===== config.mk =====
export PLATFORM = sky130hd
export DESIGN_NAME = vc_alloc_rr
export DESIGN_NICKNAME = d
export VERILOG_FILES = /design/src/rtl/vc_alloc_rr.sv
export SDC_FILE = /design/constraint.sdc
export NUM_CORES = 1
export LEC_CHECK = 0
export BUFFER_PORTS_ARGS = -buffer_cell sky130_fd_sc_hd__buf_2
export CAP_MARGIN = 10
export CORE_ASPECT_RATIO = 0.6
export CORE_MARGIN = 1.5
export CORE_UTILIZATION = 55
export DETAILED_ROUTE_END_ITERATION = 7
export GPL_TIMING_DRIVEN = 0
export PLACE_DENSITY_LB_ADDON = 0.25
export SYNTH_ARGS = -nofsm -noshare
export SYNTH_HDL_FRONTEND = slang
export SYNTH_SLANG_ARGS = --single-unit

===== constraint.sdc =====
create_clock -name clock -period 3.2 [get_ports clock]
set_input_delay 0.32 -clock clock [delete_from_list [all_inputs] [get_ports clock]]
set_output_delay 0.32 -clock clock [all_outputs]
set_load 0.1 [all_outputs]

===== src/rtl/vc_alloc_rr.sv =====
// Virtual-channel allocator: tracks VC ownership and downstream credits per
// (output port, VC), and offers one free VC for the head flit's output port.
module vc_alloc_rr #(
  parameter  int NPORTS     = 5,
  parameter  int NVCS       = 2,
  parameter  int CREDITS    = 4,
  parameter  int RR_MODE    = 1,
  localparam int LOG_NPORTS = $clog2(NPORTS),
  localparam int LOG_NVCS   = $clog2(NVCS),
  localparam int CW         = $clog2(CREDITS) + 1
) (
  input  logic                     clock,
  input  logic                     reset_n,
  input  logic                     enable,
  input  logic [NPORTS*NVCS-1:0]   mask,
  input  logic [LOG_NPORTS-1:0]    oport,
  input  logic                     allocate,
  output logic [LOG_NVCS-1:0]      next_vc,
  output logic                     next_vc_valid,
  input  logic                     free,
  input  logic [LOG_NPORTS-1:0]    free_oport,
  input  logic [LOG_NVCS-1:0]      free_vc,
  input  logic                     send,
  input  logic [LOG_NPORTS-1:0]    send_oport,
  input  logic [LOG_NVCS-1:0]      send_vc,
  input  logic                     credit_ret,
  input  logic [LOG_NPORTS-1:0]    cred_oport,
  input  logic [LOG_NVCS-1:0]      cred_vc,
  output logic                     error
);

  localparam int            NSLOTS   = NPORTS * NVCS;
  localparam int            IW       = $clog2(NSLOTS);
  localparam logic [CW-1:0] CRED_MAX = CW'(CREDITS);
  localparam logic [CW-1:0] ONE      = CW'(1);

  // Flat slot index p*NVCS+v, shared by the mask bits and all state arrays.
  function automatic logic [IW-1:0] slot(input logic [LOG_NPORTS-1:0] p,
                                         input logic [LOG_NVCS-1:0]   v);
    return IW'(int'(p) * NVCS + int'(v));
  endfunction

  function automatic logic in_range(input logic [LOG_NPORTS-1:0] p,
                                    input logic [LOG_NVCS-1:0]   v);
    return (int'(p) < NPORTS) && (int'(v) < NVCS);
  endfunction

  logic [NSLOTS-1:0]                owned_q, owned_d;
  logic [NSLOTS-1:0][CW-1:0]        credit_q, credit_d;
  logic [NPORTS-1:0][LOG_NVCS-1:0]  ptr_q, ptr_d;
  logic                             error_q, error_d;

  logic [NSLOTS-1:0] elig;
  logic [NSLOTS-1:0] send_hit, cred_hit;
  logic              free_ok, send_ok, cred_ok;
  logic [IW-1:0]     alloc_slot, free_slot, send_slot, cred_slot;
  logic [LOG_NVCS-1:0] ptr_sel;
  int                cand;

  assign free_ok    = in_range(free_oport, free_vc);
  assign send_ok    = in_range(send_oport, send_vc);
  assign cred_ok    = in_range(cred_oport, cred_vc);
  assign alloc_slot = slot(oport, next_vc);
  assign free_slot  = slot(free_oport, free_vc);
  assign send_slot  = slot(send_oport, send_vc);
  assign cred_slot  = slot(cred_oport, cred_vc);
  assign send_hit   = (send && send_ok)       ? (NSLOTS'(1) << send_slot) : '0;
  assign cred_hit   = (credit_ret && cred_ok) ? (NSLOTS'(1) << cred_slot) : '0;
  assign error      = error_q;

  always_comb begin
    for (int i = 0; i < NSLOTS; i++) begin
      elig[i] = ~owned_q[i] & mask[i] & (credit_q[i] != '0);
    end
  end

  // Scan runs from the farthest offset down so the VC nearest ptr wins.
  always_comb begin
    // NOTE: every always_comb output gets a default first so no path can infer a latch.
    next_vc       = '0;
    next_vc_valid = 1'b0;
    ptr_sel       = '0;
    cand          = 0;
    if (int'(oport) < NPORTS) begin
      ptr_sel = ptr_q[oport];
      for (int k = NVCS - 1; k >= 0; k--) begin
        cand = (int'(ptr_sel) + k) % NVCS;
        if (elig[IW'(int'(oport) * NVCS + cand)]) begin
          next_vc       = LOG_NVCS'(cand);
          next_vc_valid = 1'b1;
        end
      end
    end
  end

  always_comb begin
    owned_d  = owned_q;
    credit_d = credit_q;
    ptr_d    = ptr_q;
    error_d  = error_q;
    if (enable) begin
      if (allocate && next_vc_valid) begin
        owned_d[alloc_slot] = 1'b1;
        if (RR_MODE != 0) ptr_d[oport] = LOG_NVCS'((int'(next_vc) + 1) % NVCS);
      end
      if (free) begin
        if (free_ok && owned_q[free_slot]) owned_d[free_slot] = 1'b0;
        else                               error_d            = 1'b1;
      end
      if ((send && !send_ok) || (credit_ret && !cred_ok)) error_d = 1'b1;
      // A send and a credit return on the same VC cancel and never flag.
      for (int i = 0; i < NSLOTS; i++) begin
        if (send_hit[i] && !cred_hit[i]) begin
          if (credit_q[i] == '0) error_d     = 1'b1;
          else                   credit_d[i] = credit_q[i] - ONE;
        end else if (cred_hit[i] && !send_hit[i]) begin
          if (credit_q[i] == CRED_MAX) error_d     = 1'b1;
          else                         credit_d[i] = credit_q[i] + ONE;
        end
      end
    end
  end

  always_ff @(posedge clock or negedge reset_n) begin
    if (!reset_n) begin
      // NOTE: the credit array is plain flops with a non-zero reset value, so it must be reset like any register.
      owned_q  <= '0;
      credit_q <= {NSLOTS{CRED_MAX}};
      ptr_q    <= '0;
      error_q  <= 1'b0;
    end else begin
      // NOTE: state registers take non-blocking assignments; next-state logic above uses blocking.
      owned_q  <= owned_d;
      credit_q <= credit_d;
      ptr_q    <= ptr_d;
      error_q  <= error_d;
    end
  end

endmodule


Yosys cells after proc, flatten, opt, wreduce, memory -nomap -nowiden
Index checks and enable logic that the tools add are counted.

Shift operators: 2. $add $sub $neg: 28. Equality and inequality tests: 30. Reductions and logical operators: 93. Bitwise gates (word level): 34. $lt $le $gt $ge: 12. Muxes and demuxes: 115.

Operators by type and width (count): 3-bit 2-to-1 mux (40); 1-bit 2-to-1 mux (61); 10-bit 2-to-1 mux (6); 2-bit != test (second input constant) (20); 4-bit AND reduction (10); 3-bit by 1-bit adder with 3-bit output (second input constant) (10); 3-bit == test (second input constant) (10); 3-bit logical NOT (10); 3-bit nonzero test (10); 3-bit by 1-bit subtractor with 3-bit output (second input constant) (10); 1-bit logical AND (29); 1-bit logical NOT (22); 4-bit by 1-bit adder with 4-bit output (5); 1-bit AND (20); 2-bit nonzero test (10); 1-bit by 4-bit << shifter with 10-bit output (first input constant) (2); 1-bit binary-select mux with 4-bit select (3); 3-bit < comparator (second input constant) (4); 4-bit by 6-bit < comparator with 1-bit output (second input constant) (2); 10-bit AND (1); 4-bit by 5-bit < comparator with 1-bit output (second input constant) (2); 1-bit inverter (10); 10-bit inverter (1); 10-bit bitwise OR (1); other kinds (12) (15).

Register bits: 46. Bits of input ports: 32. Output and inout bits: 3.

Depth between registers and ports, before layout
Depth in word-level cells: 40. Depth in mapped cells: 11. Depth with buffers taken out: 11.

Least setup slack after synthesis
OpenSTA, ideal clock, no wires.

Kind: reg-to-reg. Start point: reg ptr_q[0] (netlist bit). End point: reg ptr_q[3] (netlist bit). Setup slack: 0.383 ns. Arrival: 2.698 ns. Required time: 3.081 ns. Stages on the path, launching flop included: 10. Library setup time: 0.119 ns. Period minus slack after synthesis: 2.817 ns. Path through: dfrtp_1 -> mux2_4 -> o2bb2ai_2 -> or2_1 -> buf_6 -> o41ai_2 -> o2111ai_2 -> nand2_1 -> nand2_1 -> a21bo_2.

Longest elaborated chain between the ends: 13.

Ends and longest elaborated chain: start, declared (line 50) `logic [NPORTS-1:0][LOG_NVCS-1:0] ptr_q, ptr_d;`; start signal, assigned (line 135) `ptr_q <= ptr_d;`; 1-bit binary-select mux with 3-bit select * (line 85) `ptr_sel = ptr_q[oport];`; 1-bit 2-to-1 mux (not written as such) * (line 85); 1-bit adder (line 87) `cand = (int'(ptr_sel) + k) % NVCS;`; 1-bit AND (no source line); 4-bit by 2-bit adder with 4-bit output (line 88) `if (elig[IW'(int'(oport) * NVCS + cand)]) begin`; 1-bit binary-select mux with 4-bit select (line 88); 1-bit 2-to-1 mux (not written as such) (2 in series) (line 88); 1-bit 2-to-1 mux (line 88); 1-bit 2-to-1 mux * (line 88); 1-bit 2-to-1 mux * (line 84) `if (int'(oport) < NPORTS) begin`; net next_vc_valid (line 19) `output logic next_vc_valid,`; 1-bit logical AND * (line 102) `if (allocate && next_vc_valid) begin`; 2-bit AND reduction (no source line) *.

Mark *: on every way through the listed nets, which the timed path passes. The rest lies on a longest branch. The select of a mux whose other input is x is not followed. A chain may end at the register's enable or synchronous reset.

Worst setup path in the final report
Start point: reg ptr_q[0] (netlist bit). End point: out next_vc.

Longest elaborated chain between the ends: 11.

Ends and longest elaborated chain: 1-bit binary-select mux with 3-bit select * (line 85); 1-bit 2-to-1 mux (not written as such) * (line 85); 1-bit adder (line 87); 1-bit AND (no source line); 4-bit by 2-bit adder with 4-bit output (line 88); 1-bit binary-select mux with 4-bit select (line 88); 1-bit 2-to-1 mux (not written as such) (2 in series) (line 88); 1-bit 2-to-1 mux (line 88); 1-bit 2-to-1 mux * (line 88); 1-bit 2-to-1 mux * (line 84); end, declared (line 18) `output logic [LOG_NVCS-1:0] next_vc,`.

Every way passes the cells marked *; elsewhere a longest branch is shown, timed or not. The select of a mux whose other input is x is not followed.

==> reports/results.ini <==
[critical_path]
critPathSlowestCell=o41ai_4
path_buf_inv=3
path_class=flip-flop to output pin
crit_chain=mux2_4 -> o2bb2ai_4 -> or2_1 -> buf_6 -> o41ai_4 -> o2111ai_4 -> o31a_4 -> inv_6 -> buf_12
crit_family=compound AO/OA/AOI/OAI gates
cp-start-kind=flip-flop
cp.arrival_ns=2.85
cpPeakStageDelay_ns=0.43
end_kind=output pin
crit_required_ns=2.88
path_max_fanout=8

[synthesis]
synth-adder-area-share_pct=12.3
synthesis.nets=476
synth_seq_cells=46
synthCells=414
ys_types=71
async_flop_share_pct=100
synth.area.mux_share_pct=3.06
yosysWarnings=0
postSynthAreaPerCell_um2=8.88
synth_area_um2=3680
synth_top_family_by_area=simple AND/OR/NAND/NOR gates
yosys.area_share.simple_pct=19.9
synth-compound-area-share_pct=16.5
ys.flop_type=dfrtp_1
ys_seq_area_share_pct=31.7
synth_xor_area_share_pct=9.53
synth_edf_count=0

[sta]
rsz0062_at_grt=yes
clock_skew_ns=0.00466
final.min_clock_period_ns=3.17
max_clock_freq_ghz=0.316
maxSlewHeadroom_pct=28.4
setup_viol=0
fin_setup_tns_ns=0
tightest_slew_ns=1.07
maxSlewViolCount=0
hold_ws_ns=0.183
hold_viol=0
finalCritPeriodShare_pct=98.9

[clock_network]
clk_latency_ns=0.31
holdBufCountCts=0
clock-root-buffer=clkbuf_8
clk_path_buf_depth=2
cts_tree=built
cts_sinks=46
htreeDepth=2
cts.clk_slew.worst_paths_ns=0.09
numCtsBuffers=5

[power_and_ir_drop]
switching_share_pct=41.5
p_clk_share_pct=15.8
power_frac_comb_pct=42.9
vdd_drop_max_v=0.000379
p_leak_nw=1.89
p_sw_mw=1.17
seq_power_share_pct=41.3
internal-power_mw=1.66
power_density_nw_per_um2=678

[drt]
drc=0
drt-pass1-iter-count=5
drt_wl_total_um=9300
drt-vias-per-instance=5.79
postRouteAntennaNets=0
drt_iter0_drc=203
dr_total_vias=3145
wire_per_inst_um=17.1

[global_routing]
gr-total-overflow=0
grt_pass1_wl_um=14600
grtUsageTotal_pct=27.5
grt_max_degree=47
grt_pass1_vias=2952
antenna_found_initial=0

[floorplanning]
initial_core_util_pct=58.6
die_x_um=109
die_h_um=66.3
io_pins=35
num_rows=22
core-area_um2=6280
dieArea_um2=7200

[placement]
portBuffers=33
dp_hpwl_um=7120
gp_congestion=0.912

[cells_and_area]
num_antenna_cells=0
drive_above_1_share_pct=17.6
final_util_pct=66.6
finish.net_count=520
fillers=529
area_delta_synth_final_pct=13.7

[run]
drv_cap=0

[run_status]
status=completed

[min_path]
hp-class=input pin to asynchronous set/reset pin

[worst register-to-register path, cell delays in order (launching register included)]
cell and delay, ns:
dfrtp_1 0.41, mux2_4 0.30, o2bb2ai_4 0.18, or2_1 0.24, buf_6 0.16, o41ai_4 0.43
o2111ai_4 0.20, a211oi_1 0.55, and2_4 0.25, a2bb2oi_2 0.12
[layout by cell type (no fill, tap or decap), drive strengths merged, types with 4 or more instances in the layout]
cell / synthesis / routed
and3: 8 / 8
inv: 58 / 59
dfrtp: 36 / 36
a211oi: 7 / 7
nand2b: 7 / 7
or2: 4 / 4
and2: 5 / 5
a311oi: 5 / 5
ha: 20 / 20
dfstp: 10 / 10
xor2: 10 / 10
buf: 3 / 39
clkbuf: 1 / 8
o311ai: 4 / 4
nor3: 11 / 11
a21oi: 11 / 11
o21ai: 17 / 17
nor2b: 7 / 7
nor3b: 4 / 4
nor2: 37 / 37
nand2: 39 / 39
nand3: 14 / 14
fa: 10 / 10
xnor2: 30 / 30
[per-layer routing]
metal	part of all wire (%)	routed length (um)	track usage [%]	vias up
met4	1.5	137	6.25	0
met5	0	0	0	-
met3	8.2	762	6.11	15
li1	-	-	-	1494
met2	43	3970	39.5	90
met1	48	4430	41.6	1546
[cell families (layout without fill, tap and decap cells)]
family	count (synthesis)	in the layout
buffers and inverters	64	109
AND/OR/NAND/NOR	148	148
flip-flops	46	46
XOR/XNOR	40	40
adder cells (fa/ha/maj)	30	30
multiplexers	8	8
AO/OA/AOI/OAI	78	78
[path summary, 6_finish.rpt]
| path | start | endpoint | slack (ns) | cells past startpoint |
|---|---|---|---|---|
| worst max-delay path | ptr_q[0] | next_vc | 0.03 | 9 |
| worst min-delay path | reset_n | credit_q[16] | 0.18 | 1 |
| worst max register to register | ptr_q[0] | owned_q[5] | 0.31 | 9 |
| worst min register to register | ptr_q[1] | ptr_q[1] | 0.50 | 2 |
| max in group asynchronous | reset_n | credit_q[7] | 2.34 | 1 |
| min in group clock | free | error | 0.31 | 3 |
[cells in the mapped netlist, types with 3 or more instances]
cell type  count  area, um^2
a211oi_1       7        52.6
a21oi_1       11        55.1
a311oi_1       5        43.8
a31oi_1        3        18.8
and2_1         4        25.0
and3_1         7        43.8
dfrtp_1       36         901
dfstp_2       10         263
fa_1          10         200
ha_1          20         250
inv_1         58         218
mux2i_1        3        30.0
nand2_1       39         146
nand2b_1       7        43.8
nand3_1       14        70.1
nor2_1        36         135
nor2b_1        7        43.8
nor3_1        11        55.1
nor3b_1        4        30.0
o211ai_1       3        22.5
o21ai_0       15        75.1
or2_2          3        18.8
or3_1          3        18.8
xnor2_1       30         263
xor2_1        10        87.6
[cell type report]
type / count / area (um^2) / area share, %
buffer: 4 / 31.3 / 0.748
clock buffer: 6 / 72.6 / 1.74
clock inverter: 2 / 37.5 / 0.898
inverter: 60 / 230 / 5.51
multi-input combinational: 304 / 2330 / 55.7
sequential: 46 / 1160 / 27.8
tap: 84 / 105 / 2.51
timing repair buffer: 37 / 213 / 5.09
[registers in the layout, summed over array words and instances, names as in the netlist]
signal,flops
credit_q,30
owned_q,10
ptr_q,5
error,1
[power by group through the flow]
stage                     clock, mW  sequential (mW)  combinational, mW
after detailed placement          0             1.16               1.12
after floorplan                   0             1.08              0.887
after CTS                     0.457             1.15               1.14
final                         0.448             1.17               1.22
after global routing          0.486             1.21               1.35
after global placement            0             1.15               1.07
[per-stage QoR]
step / instances / total power [mW] / setup WS [ns] / cell area [um^2]
finish: 543 / 2.83 / 0.0341 / 4180
CTS: 539 / 2.75 / 0.00951 / 4070
floorplan: 414 / 1.97 / 0.383 / 3680
detailed placement: 531 / 2.28 / 0.00129 / 3950
global placement: 531 / 2.22 / 0.0388 / 3950
global route: 543 / 3.04 / -0.0559 / 4180
[repair_timing]
action	4_1_cts	5_1_grt
pin swaps	0	4
buffers inserted	0	4
gates resized for setup	5	12
cloned	0	0
setup endpoints to repair	1	2
(Power assumes the default switching activity.)
